==> src/rtl/axi_pmu_v2_if.sv <==
// rtl/axi_pmu_v2_if.sv - AXI4 handshake and last-beat signals observed by the PMU
interface axi_if;
   logic arvalid;
   logic arready;
   logic rvalid;
   logic rready;
   logic rlast;
   logic awvalid;
   logic awready;
   logic wvalid;
   logic wready;
   logic wlast;
   logic bvalid;
   logic bready;

   modport mon (
      input arvalid, arready, rvalid, rready, rlast,
      input awvalid, awready, wvalid, wready, wlast, bvalid, bready
   );

   modport master (
      output arvalid, rready, awvalid, wvalid, wlast, bready,
      input  arready, rvalid, rlast, awready, wready, bvalid
   );

   modport slave (
      input  arvalid, rready, awvalid, wvalid, wlast, bready,
      output arready, rvalid, rlast, awready, wready, bvalid
   );
endinterface

==> src/rtl/axi_pmu_v2.sv <==
// rtl/axi_pmu_v2.sv - AXI performance monitor: occupancy trackers, saturating event counters, shadow bank
// Latency accumulators and peak registers are built only when AXI_PMU_LATENCY_EN is defined.
module axi_pmu_v2 #(
   parameter int CNT_W = 48,
   parameter int OCC_W = 8
) (
   input  logic        aclk,
   input  logic        aresetn,
   axi_if.mon          mon_axi,
   input  logic        enable_i,
   input  logic        clear_i,
   input  logic        snap_i,
   input  logic [4:0]  addr_i,
   output logic [63:0] data_o,
   output logic        overflow_o,
   output logic        proto_err_o
);
   localparam int N_EVT = 16;
   localparam int N_SHD = 24;
   localparam int SUM_W = CNT_W + 1;
   localparam logic [CNT_W-1:0] CNT_MAX = '1;
   localparam logic [CNT_W-1:0] CNT_PRE = CNT_MAX - CNT_W'(1);
   localparam logic [OCC_W-1:0] OCC_MAX = '1;

   localparam int E_RD_IDLE      = 0;
   localparam int E_AR_STALL     = 1;
   localparam int E_AR_HS        = 2;
   localparam int E_RVALID_STALL = 3;
   localparam int E_RREADY_STALL = 4;
   localparam int E_R_HS         = 5;
   localparam int E_WR_IDLE      = 6;
   localparam int E_AW_STALL     = 7;
   localparam int E_AW_HS        = 8;
   localparam int E_WVALID_STALL = 9;
   localparam int E_WREADY_STALL = 10;
   localparam int E_W_HS         = 11;
   localparam int E_BVALID_STALL = 12;
   localparam int E_BREADY_STALL = 13;
   localparam int E_B_HS         = 14;
   localparam int E_CYCLES       = 15;

   logic ar_hs, r_hs, aw_hs, w_hs, b_hs;
   assign ar_hs = mon_axi.arvalid & mon_axi.arready;
   assign r_hs  = mon_axi.rvalid  & mon_axi.rready;
   assign aw_hs = mon_axi.awvalid & mon_axi.awready;
   assign w_hs  = mon_axi.wvalid  & mon_axi.wready;
   assign b_hs  = mon_axi.bvalid  & mon_axi.bready;

   // Returns {error, next}; an illegal step holds the value and flags the error.
   function automatic logic [OCC_W:0] occ_step(input logic [OCC_W-1:0] cur,
                                               input logic inc, input logic dec);
      logic [OCC_W:0] r;
      r = {1'b0, cur};
      if (inc && !dec) begin
         if (cur == OCC_MAX) r[OCC_W] = 1'b1;
         else                r = {1'b0, cur + OCC_W'(1)};
      end else if (dec && !inc) begin
         if (cur == '0) r[OCC_W] = 1'b1;
         else           r = {1'b0, cur - OCC_W'(1)};
      end
      return r;
   endfunction

   logic [OCC_W-1:0] rd_out, wr_out, wr_resp;
   logic [OCC_W-1:0] rd_out_nxt, wr_out_nxt, wr_resp_nxt;
   logic             rd_err, wr_err, resp_err;

   assign {rd_err, rd_out_nxt}    = occ_step(rd_out, ar_hs, r_hs & mon_axi.rlast);
   assign {wr_err, wr_out_nxt}    = occ_step(wr_out, aw_hs, b_hs);
   assign {resp_err, wr_resp_nxt} = occ_step(wr_resp, w_hs & mon_axi.wlast, b_hs);

   always_ff @(posedge aclk or negedge aresetn) begin
      if (!aresetn) begin
         rd_out  <= '0;
         wr_out  <= '0;
         wr_resp <= '0;
      end else begin
         rd_out  <= rd_out_nxt;
         wr_out  <= wr_out_nxt;
         wr_resp <= wr_resp_nxt;
      end
   end

   logic [N_EVT-1:0] evt;
   always_comb begin
      evt = '0;
      evt[E_RD_IDLE]      = !mon_axi.arvalid && (rd_out == '0);
      evt[E_AR_STALL]     = mon_axi.arvalid && !mon_axi.arready;
      evt[E_AR_HS]        = ar_hs;
      evt[E_RVALID_STALL] = (rd_out != '0) && !mon_axi.rvalid;
      evt[E_RREADY_STALL] = mon_axi.rvalid && !mon_axi.rready;
      evt[E_R_HS]         = r_hs;
      evt[E_WR_IDLE]      = !mon_axi.awvalid && (wr_out == '0);
      evt[E_AW_STALL]     = mon_axi.awvalid && !mon_axi.awready;
      evt[E_AW_HS]        = aw_hs;
      evt[E_WVALID_STALL] = (wr_out > wr_resp) && !mon_axi.wvalid;
      evt[E_WREADY_STALL] = mon_axi.wvalid && !mon_axi.wready;
      evt[E_W_HS]         = w_hs;
      evt[E_BVALID_STALL] = (wr_resp != '0) && !mon_axi.bvalid;
      evt[E_BREADY_STALL] = mon_axi.bvalid && !mon_axi.bready;
      evt[E_B_HS]         = b_hs;
      evt[E_CYCLES]       = 1'b1;
   end

   logic [CNT_W-1:0] cnt [N_EVT];
   logic             cnt_hit;

   always_ff @(posedge aclk or negedge aresetn) begin
      if (!aresetn) begin
         for (int i = 0; i < N_EVT; i++) cnt[i] <= '0;
      end else if (clear_i) begin
         for (int i = 0; i < N_EVT; i++) cnt[i] <= '0;
      end else if (enable_i) begin
         for (int i = 0; i < N_EVT; i++)
            if (evt[i] && (cnt[i] != CNT_MAX)) cnt[i] <= cnt[i] + CNT_W'(1);
      end
   end

   // Overflow is flagged on the increment that lands on all-ones.
   always_comb begin
      cnt_hit = 1'b0;
      for (int i = 0; i < N_EVT; i++)
         if (enable_i && evt[i] && (cnt[i] == CNT_PRE)) cnt_hit = 1'b1;
   end

   logic        lat_hit;
   logic [63:0] rd_lat_val, wr_lat_val, rd_max_val, wr_max_val;

`ifdef AXI_PMU_LATENCY_EN
   logic [CNT_W-1:0] rd_lat_sum, wr_lat_sum, rd_lat_nxt, wr_lat_nxt;
   logic [SUM_W-1:0] rd_lat_add, wr_lat_add;
   logic [OCC_W-1:0] rd_max, wr_max;

   assign rd_lat_add = {1'b0, rd_lat_sum} + SUM_W'(rd_out);
   assign wr_lat_add = {1'b0, wr_lat_sum} + SUM_W'(wr_out);
   assign rd_lat_nxt = rd_lat_add[CNT_W] ? CNT_MAX : rd_lat_add[CNT_W-1:0];
   assign wr_lat_nxt = wr_lat_add[CNT_W] ? CNT_MAX : wr_lat_add[CNT_W-1:0];

   assign lat_hit = enable_i &&
                    (((rd_lat_sum != CNT_MAX) && (rd_lat_nxt == CNT_MAX)) ||
                     ((wr_lat_sum != CNT_MAX) && (wr_lat_nxt == CNT_MAX)));

   always_ff @(posedge aclk or negedge aresetn) begin
      if (!aresetn) begin
         rd_lat_sum <= '0;
         wr_lat_sum <= '0;
         rd_max     <= '0;
         wr_max     <= '0;
      end else if (clear_i) begin
         rd_lat_sum <= '0;
         wr_lat_sum <= '0;
         rd_max     <= '0;
         wr_max     <= '0;
      end else begin
         if (enable_i) begin
            rd_lat_sum <= rd_lat_nxt;
            wr_lat_sum <= wr_lat_nxt;
         end
         if (rd_out_nxt > rd_max) rd_max <= rd_out_nxt;
         if (wr_out_nxt > wr_max) wr_max <= wr_out_nxt;
      end
   end

   assign rd_lat_val = 64'(rd_lat_sum);
   assign wr_lat_val = 64'(wr_lat_sum);
   assign rd_max_val = 64'(rd_max);
   assign wr_max_val = 64'(wr_max);
`else
   assign lat_hit    = 1'b0;
   assign rd_lat_val = '0;
   assign wr_lat_val = '0;
   assign rd_max_val = '0;
   assign wr_max_val = '0;
`endif

   always_ff @(posedge aclk or negedge aresetn) begin
      if (!aresetn) begin
         overflow_o  <= 1'b0;
         proto_err_o <= 1'b0;
      end else if (clear_i) begin
         overflow_o  <= 1'b0;
         proto_err_o <= 1'b0;
      end else begin
         if (cnt_hit || lat_hit)          overflow_o  <= 1'b1;
         if (rd_err || wr_err || resp_err) proto_err_o <= 1'b1;
      end
   end

   logic [63:0] live [N_SHD];
   always_comb begin
      live[0]  = 64'(cnt[E_RD_IDLE]);
      live[1]  = 64'(rd_out);
      live[2]  = 64'(cnt[E_AR_STALL]);
      live[3]  = 64'(cnt[E_AR_HS]);
      live[4]  = 64'(cnt[E_RVALID_STALL]);
      live[5]  = 64'(cnt[E_RREADY_STALL]);
      live[6]  = 64'(cnt[E_R_HS]);
      live[7]  = 64'(cnt[E_WR_IDLE]);
      live[8]  = 64'(wr_out);
      live[9]  = 64'(wr_resp);
      live[10] = 64'(cnt[E_AW_STALL]);
      live[11] = 64'(cnt[E_AW_HS]);
      live[12] = 64'(cnt[E_WVALID_STALL]);
      live[13] = 64'(cnt[E_WREADY_STALL]);
      live[14] = 64'(cnt[E_W_HS]);
      live[15] = 64'(cnt[E_BVALID_STALL]);
      live[16] = 64'(cnt[E_BREADY_STALL]);
      live[17] = 64'(cnt[E_B_HS]);
      live[18] = 64'(cnt[E_CYCLES]);
      live[19] = rd_lat_val;
      live[20] = wr_lat_val;
      live[21] = rd_max_val;
      live[22] = wr_max_val;
      live[23] = {61'd0, proto_err_o, overflow_o, enable_i};
   end

   // Shadow copies the registered values, so a simultaneous clear still leaves pre-clear data.
   logic [63:0] shadow [N_SHD];
   always_ff @(posedge aclk or negedge aresetn) begin
      if (!aresetn) begin
         for (int i = 0; i < N_SHD; i++) shadow[i] <= '0;
      end else if (snap_i) begin
         for (int i = 0; i < N_SHD; i++) shadow[i] <= live[i];
      end
   end

   always_ff @(posedge aclk or negedge aresetn) begin
      if (!aresetn)               data_o <= '0;
      else if (addr_i <= 5'd23)   data_o <= shadow[addr_i];
      else                        data_o <= '0;
   end
endmodule

==> src/flat_wrapper.sv <==
// flat-port wrapper written by rule: the top's interface ports become plain ports
module axi_pmu_v2_flat 
#(
   parameter int CNT_W = 48,
   parameter int OCC_W = 8
)
  (aclk, aresetn, enable_i, clear_i, snap_i, addr_i, data_o, overflow_o, proto_err_o, mon_axi_arvalid, mon_axi_arready, mon_axi_rvalid, mon_axi_rready, mon_axi_rlast, mon_axi_awvalid, mon_axi_awready, mon_axi_wvalid, mon_axi_wready, mon_axi_wlast, mon_axi_bvalid, mon_axi_bready);
  axi_if mon_axi_i ();
  input  logic aclk;
  input  logic aresetn;
  input  logic enable_i;
  input  logic clear_i;
  input  logic snap_i;
  input  logic [4:0] addr_i;
  output logic [63:0] data_o;
  output logic overflow_o;
  output logic proto_err_o;
  input wire logic [$bits(mon_axi_i.arvalid)-1:0] mon_axi_arvalid;
  input wire logic [$bits(mon_axi_i.arready)-1:0] mon_axi_arready;
  input wire logic [$bits(mon_axi_i.rvalid)-1:0] mon_axi_rvalid;
  input wire logic [$bits(mon_axi_i.rready)-1:0] mon_axi_rready;
  input wire logic [$bits(mon_axi_i.rlast)-1:0] mon_axi_rlast;
  input wire logic [$bits(mon_axi_i.awvalid)-1:0] mon_axi_awvalid;
  input wire logic [$bits(mon_axi_i.awready)-1:0] mon_axi_awready;
  input wire logic [$bits(mon_axi_i.wvalid)-1:0] mon_axi_wvalid;
  input wire logic [$bits(mon_axi_i.wready)-1:0] mon_axi_wready;
  input wire logic [$bits(mon_axi_i.wlast)-1:0] mon_axi_wlast;
  input wire logic [$bits(mon_axi_i.bvalid)-1:0] mon_axi_bvalid;
  input wire logic [$bits(mon_axi_i.bready)-1:0] mon_axi_bready;
  assign mon_axi_i.arvalid = mon_axi_arvalid;
  assign mon_axi_i.arready = mon_axi_arready;
  assign mon_axi_i.rvalid = mon_axi_rvalid;
  assign mon_axi_i.rready = mon_axi_rready;
  assign mon_axi_i.rlast = mon_axi_rlast;
  assign mon_axi_i.awvalid = mon_axi_awvalid;
  assign mon_axi_i.awready = mon_axi_awready;
  assign mon_axi_i.wvalid = mon_axi_wvalid;
  assign mon_axi_i.wready = mon_axi_wready;
  assign mon_axi_i.wlast = mon_axi_wlast;
  assign mon_axi_i.bvalid = mon_axi_bvalid;
  assign mon_axi_i.bready = mon_axi_bready;
  axi_pmu_v2 #(.CNT_W(CNT_W), .OCC_W(OCC_W)) u_core (.aclk(aclk), .aresetn(aresetn), .mon_axi(mon_axi_i), .enable_i(enable_i), .clear_i(clear_i), .snap_i(snap_i), .addr_i(addr_i), .data_o(data_o), .overflow_o(overflow_o), .proto_err_o(proto_err_o));
endmodule
==> config.mk <==
export PLATFORM = sky130hd
export DESIGN_NAME = axi_pmu_v2_flat
export DESIGN_NICKNAME = d
export VERILOG_FILES = /design/src/rtl/axi_pmu_v2_if.sv /design/src/rtl/axi_pmu_v2.sv /design/src/flat_wrapper.sv
export SDC_FILE = /design/constraint.sdc
export NUM_CORES = 2
export LEC_CHECK = 0
export BUFFER_PORTS_ARGS = -buffer_cell sky130_fd_sc_hd__buf_4
export CORE_MARGIN = 1
export CORE_UTILIZATION = 45
export DETAILED_ROUTE_END_ITERATION = 10
export GPL_ROUTABILITY_DRIVEN = 0
export GPL_TIMING_DRIVEN = 0
export PLACE_DENSITY_LB_ADDON = 0.25
export SLEW_MARGIN = 20
export SYNTH_ARGS = -nofsm -noshare
export SYNTH_HDL_FRONTEND = slang
export SYNTH_SLANG_ARGS = --single-unit
==> constraint.sdc <==
create_clock -name aclk -period 8.1 [get_ports aclk]
set_clock_uncertainty 0.15 [all_clocks]
set_input_delay 1.215 -clock aclk [delete_from_list [all_inputs] [get_ports aclk]]
set_output_delay 1.215 -clock aclk [all_outputs]
set_load 0.05 [all_outputs]
==> metrics.yaml <==
floorplan:
  start_util: 0.453
  num_io_pins: 88
  dieArea_mm2: 0.184
  std_cell_rows: 156
  die_y_um: 428
  core_area_mm2: 0.181
  dieWidth_um: 428
setup_path:
  cp_data_arrival_time_ps: 5380
  critPathBufInv: 4
  crit_path_top_delay_cell: "nor3_1"
  worst_ep_required_time_ps: 8610
  ff2ff_setup_slack_ps: 4110
  critPathLaunch: "addr_i[1]"
  cp_max_fo: 10
  worstSetupStartpointType: "input pin"
  worstPathCellList: "clkbuf_2 > buf_2 > clkbuf_1 > clkbuf_1 > a221oi_1 > nor3_1 > a21oi_1 > o22ai_1"
  cp_common_cell: "clkbuf_1"
  crit_family: "buffers and inverters"
  critPathCaptureType: "flop"
  critPathKind: "in -> reg"
  critical_path.max_stage_delay_ps: 860
  r2r_start: "u_core.wr_resp[3]$_DFFE_PN0P_"
logic_synthesis:
  synth-seq-cells: 1637
  syn_area_mm2: 0.0818
  synth.top_cell.area_share: 0.501
  synth.most_common_cell: "dfrtp_1"
  yosysWarnings: 0
  synth_top_area_cell: "dfrtp_1"
  syn_inst: 7562
  synth_common_cells: "dfrtp_1 (1637), mux2_2 (952), nor2_1 (657), a21oi_1 (421), clkbuf_1 (385)"
  seq_area_frac_synth: 0.501
  synth_ff_type: "dfrtp_1"
  synth_area_leaders: "dfrtp_1 (50%), mux2_2 (13%), nor2_1 (3.0%), a21oi_1 (2.6%), nand4_1 (2.5%)"
  async_reset_ff_frac: 1.00
  yosysUniqueCellTypes: 91
  syn_avg_cell_area_um2: 10.8
  synth_edf_count: 0
pwr:
  p_total_mw: 18.4
  p_leak_nw: 39.3
  powerDensity_mw_per_mm2: 201
  vdd_drop_max_uv: 222
grt:
  grt_overflow_total: 0
  antenna_found_initial: 19
  grt_usage: 0.294
  grt_pass1_wl_um: 405000
  grt_pass1_vias: 61416
  grt_max_degree: 148
placement:
  placed_cells: 10028
  portBuffers: 64
  place_ws_ps: 2810
  dp_hpwl_um: 203000
clock_network:
  clock_sinks: 1637
  ctsResizeCount: 0
  clkTransAtPathRegs_ps: 60
  cts_setup_buffers: 0
  cts_tree: "done"
  ctsHoldBuffers: 0
  cts_max_level: 4
  clk_latency_ps: 850
  cts_buffer_depth: 3
  numCtsBuffers: 177
  cts_root_buffer: "clkbuf_16"
route:
  route.detailed.drc: 0
  dr.first_iter.drc_count: 7001
  vias: 64122
  routed_wl_um: 272000
  via_per_inst: 6.19
  ant_nets: 0
  firstDrtPassIters: 6
  avgRoutedWirePerCell_um: 26.2
timing:
  min_period_ps: 4870
  slew_headroom: 0.0170
  slew_viol_final: 0
  fin_ws_ps: 3230
  rsz0062_at_grt: "no"
  finalSetupTns_ps: 0
  tightest_slew_ps: 1470
  min_period_over_period: 0.601
  fmax_mhz: 205
  hold_violations: 0
  finalSetupViolCount: 0
layout:
  final_nets: 7910
  multi_input_area_mm2: 0.0386
  fill_cells: 16081
  fin_cells: 10365
  drive_gt1_frac: 0.194
  seq_area_mm2: 0.0410
  area_growth_pct: 12.3
min_path:
  hold_class: "in -> async"
status:
  status: "finished clean"
run:
  cap_violations: 0
-- placed cells by master, fill, tap and decap left out, types with 16 or more instances in the layout --
cell	count
a211oi_1	27
a21oi_1	421
a221oi_1	118
and2_1	68
and3_1	137
and4_1	96
buf_1	32
buf_2	36
buf_4	87
clkbuf_1	405
clkbuf_16	179
clkbuf_2	21
clkbuf_8	50
clkinv_2	23
conb_1	16
dfrtp_1	1637
ha_1	49
inv_1	121
mux2_2	952
mux2i_1	51
mux4_2	72
nand2_1	328
nand3_1	321
nand4_1	324
nor2_1	657
nor2b_1	89
nor3_1	156
nor4_1	99
o211ai_1	23
o21ai_0	215
o22ai_1	48
o31ai_1	104
or3_1	189
or4_1	121
xnor2_1	204
xor2_1	227
-- flip-flops by register name, summed over array words and instances (netlist names) --
name and cells:
u_core.cnt 768, u_core.data_o 48, u_core.overflow_o 1, u_core.proto_err_o 1, u_core.rd_out 8, u_core.shadow 795, u_core.wr_out 8, u_core.wr_resp 8
-- where the power goes --
group | total, mW | internal (mW) | switching [mW]
sequential | 8.48 | 8.32 | 0.165
combinational | 1.55 | 0.448 | 1.10
clock | 8.42 | 4.91 | 3.50
total | 18.4 | 13.7 | 4.77
-- worst paths after layout --
kind                       depth (start not counted)                             end
setup / recovery                                   8     u_core.data_o[17]$_DFF_PN0_
hold / removal                                     1     u_core.cnt[214]$_DFFE_PN0P_
setup reg to reg                                  10     u_core.cnt[296]$_DFFE_PN0P_
hold reg to reg                                    1  u_core.shadow[596]$_DFFE_PN0P_
max in group asynchronous                          5     u_core.cnt[655]$_DFFE_PN0P_
min in group aclk                                  1  u_core.shadow[596]$_DFFE_PN0P_
-- metrics by stage --
stage                     hold slack [ps]   util  area [µm²]
after floorplan                       306      -       81900
after detailed placement              341  0.475       85900
after global placement                333  0.472       85300
final                                62.8  0.509       91900
after global routing                 51.1  0.508       91900
after CTS                            14.5  0.508       91900
-- layer usage --
metal / up-vias / routed length [µm] / GRT usage
li1: 28360 / - / -
met5: - / 46 / 0
met3: 621 / 21600 / 0.0559
met4: 6 / 19800 / 0.195
met1: 32448 / 112000 / 0.397
met2: 2687 / 119000 / 0.430
-- kinds of logic (layout without fill, tap and decap cells) --
kind of cell	count (synthesis)	in the layout	share of synthesized area
simple gates	2698	2698	0.178
flops	1637	1637	0.501
mux	1075	1075	0.157
compound gates	1074	1074	0.0816
buf+inv	597	1004	0.0291
xor+xnor	431	431	0.0461
fa+ha+maj	49	49	0.00749
other cells	1	27	0.0000458
-- layout make-up --
class | count | share of cell area
buffer | 476 | 0.0213
antenna | 11 | 0.000299
inverter | 121 | 0.00494
clock inverter | 54 | 0.00747
timing repair buffer | 83 | 0.0101
sequential | 1637 | 0.446
tap | 2370 | 0.0323
clock buffer | 270 | 0.0579
multi-input combinational | 5343 | 0.420
-- worst register-to-register path, cell delays in order, from the launching register on --
cell and delay (ps):
dfrtp_1 330, clkbuf_1 330, inv_1 190, ha_1 360, o211ai_1 100, a21oi_1 800
o21ai_1 480, clkbuf_1 330, clkbuf_1 310, o31ai_1 350, a21oi_1 100
Power figures use the tool's default switching activity.
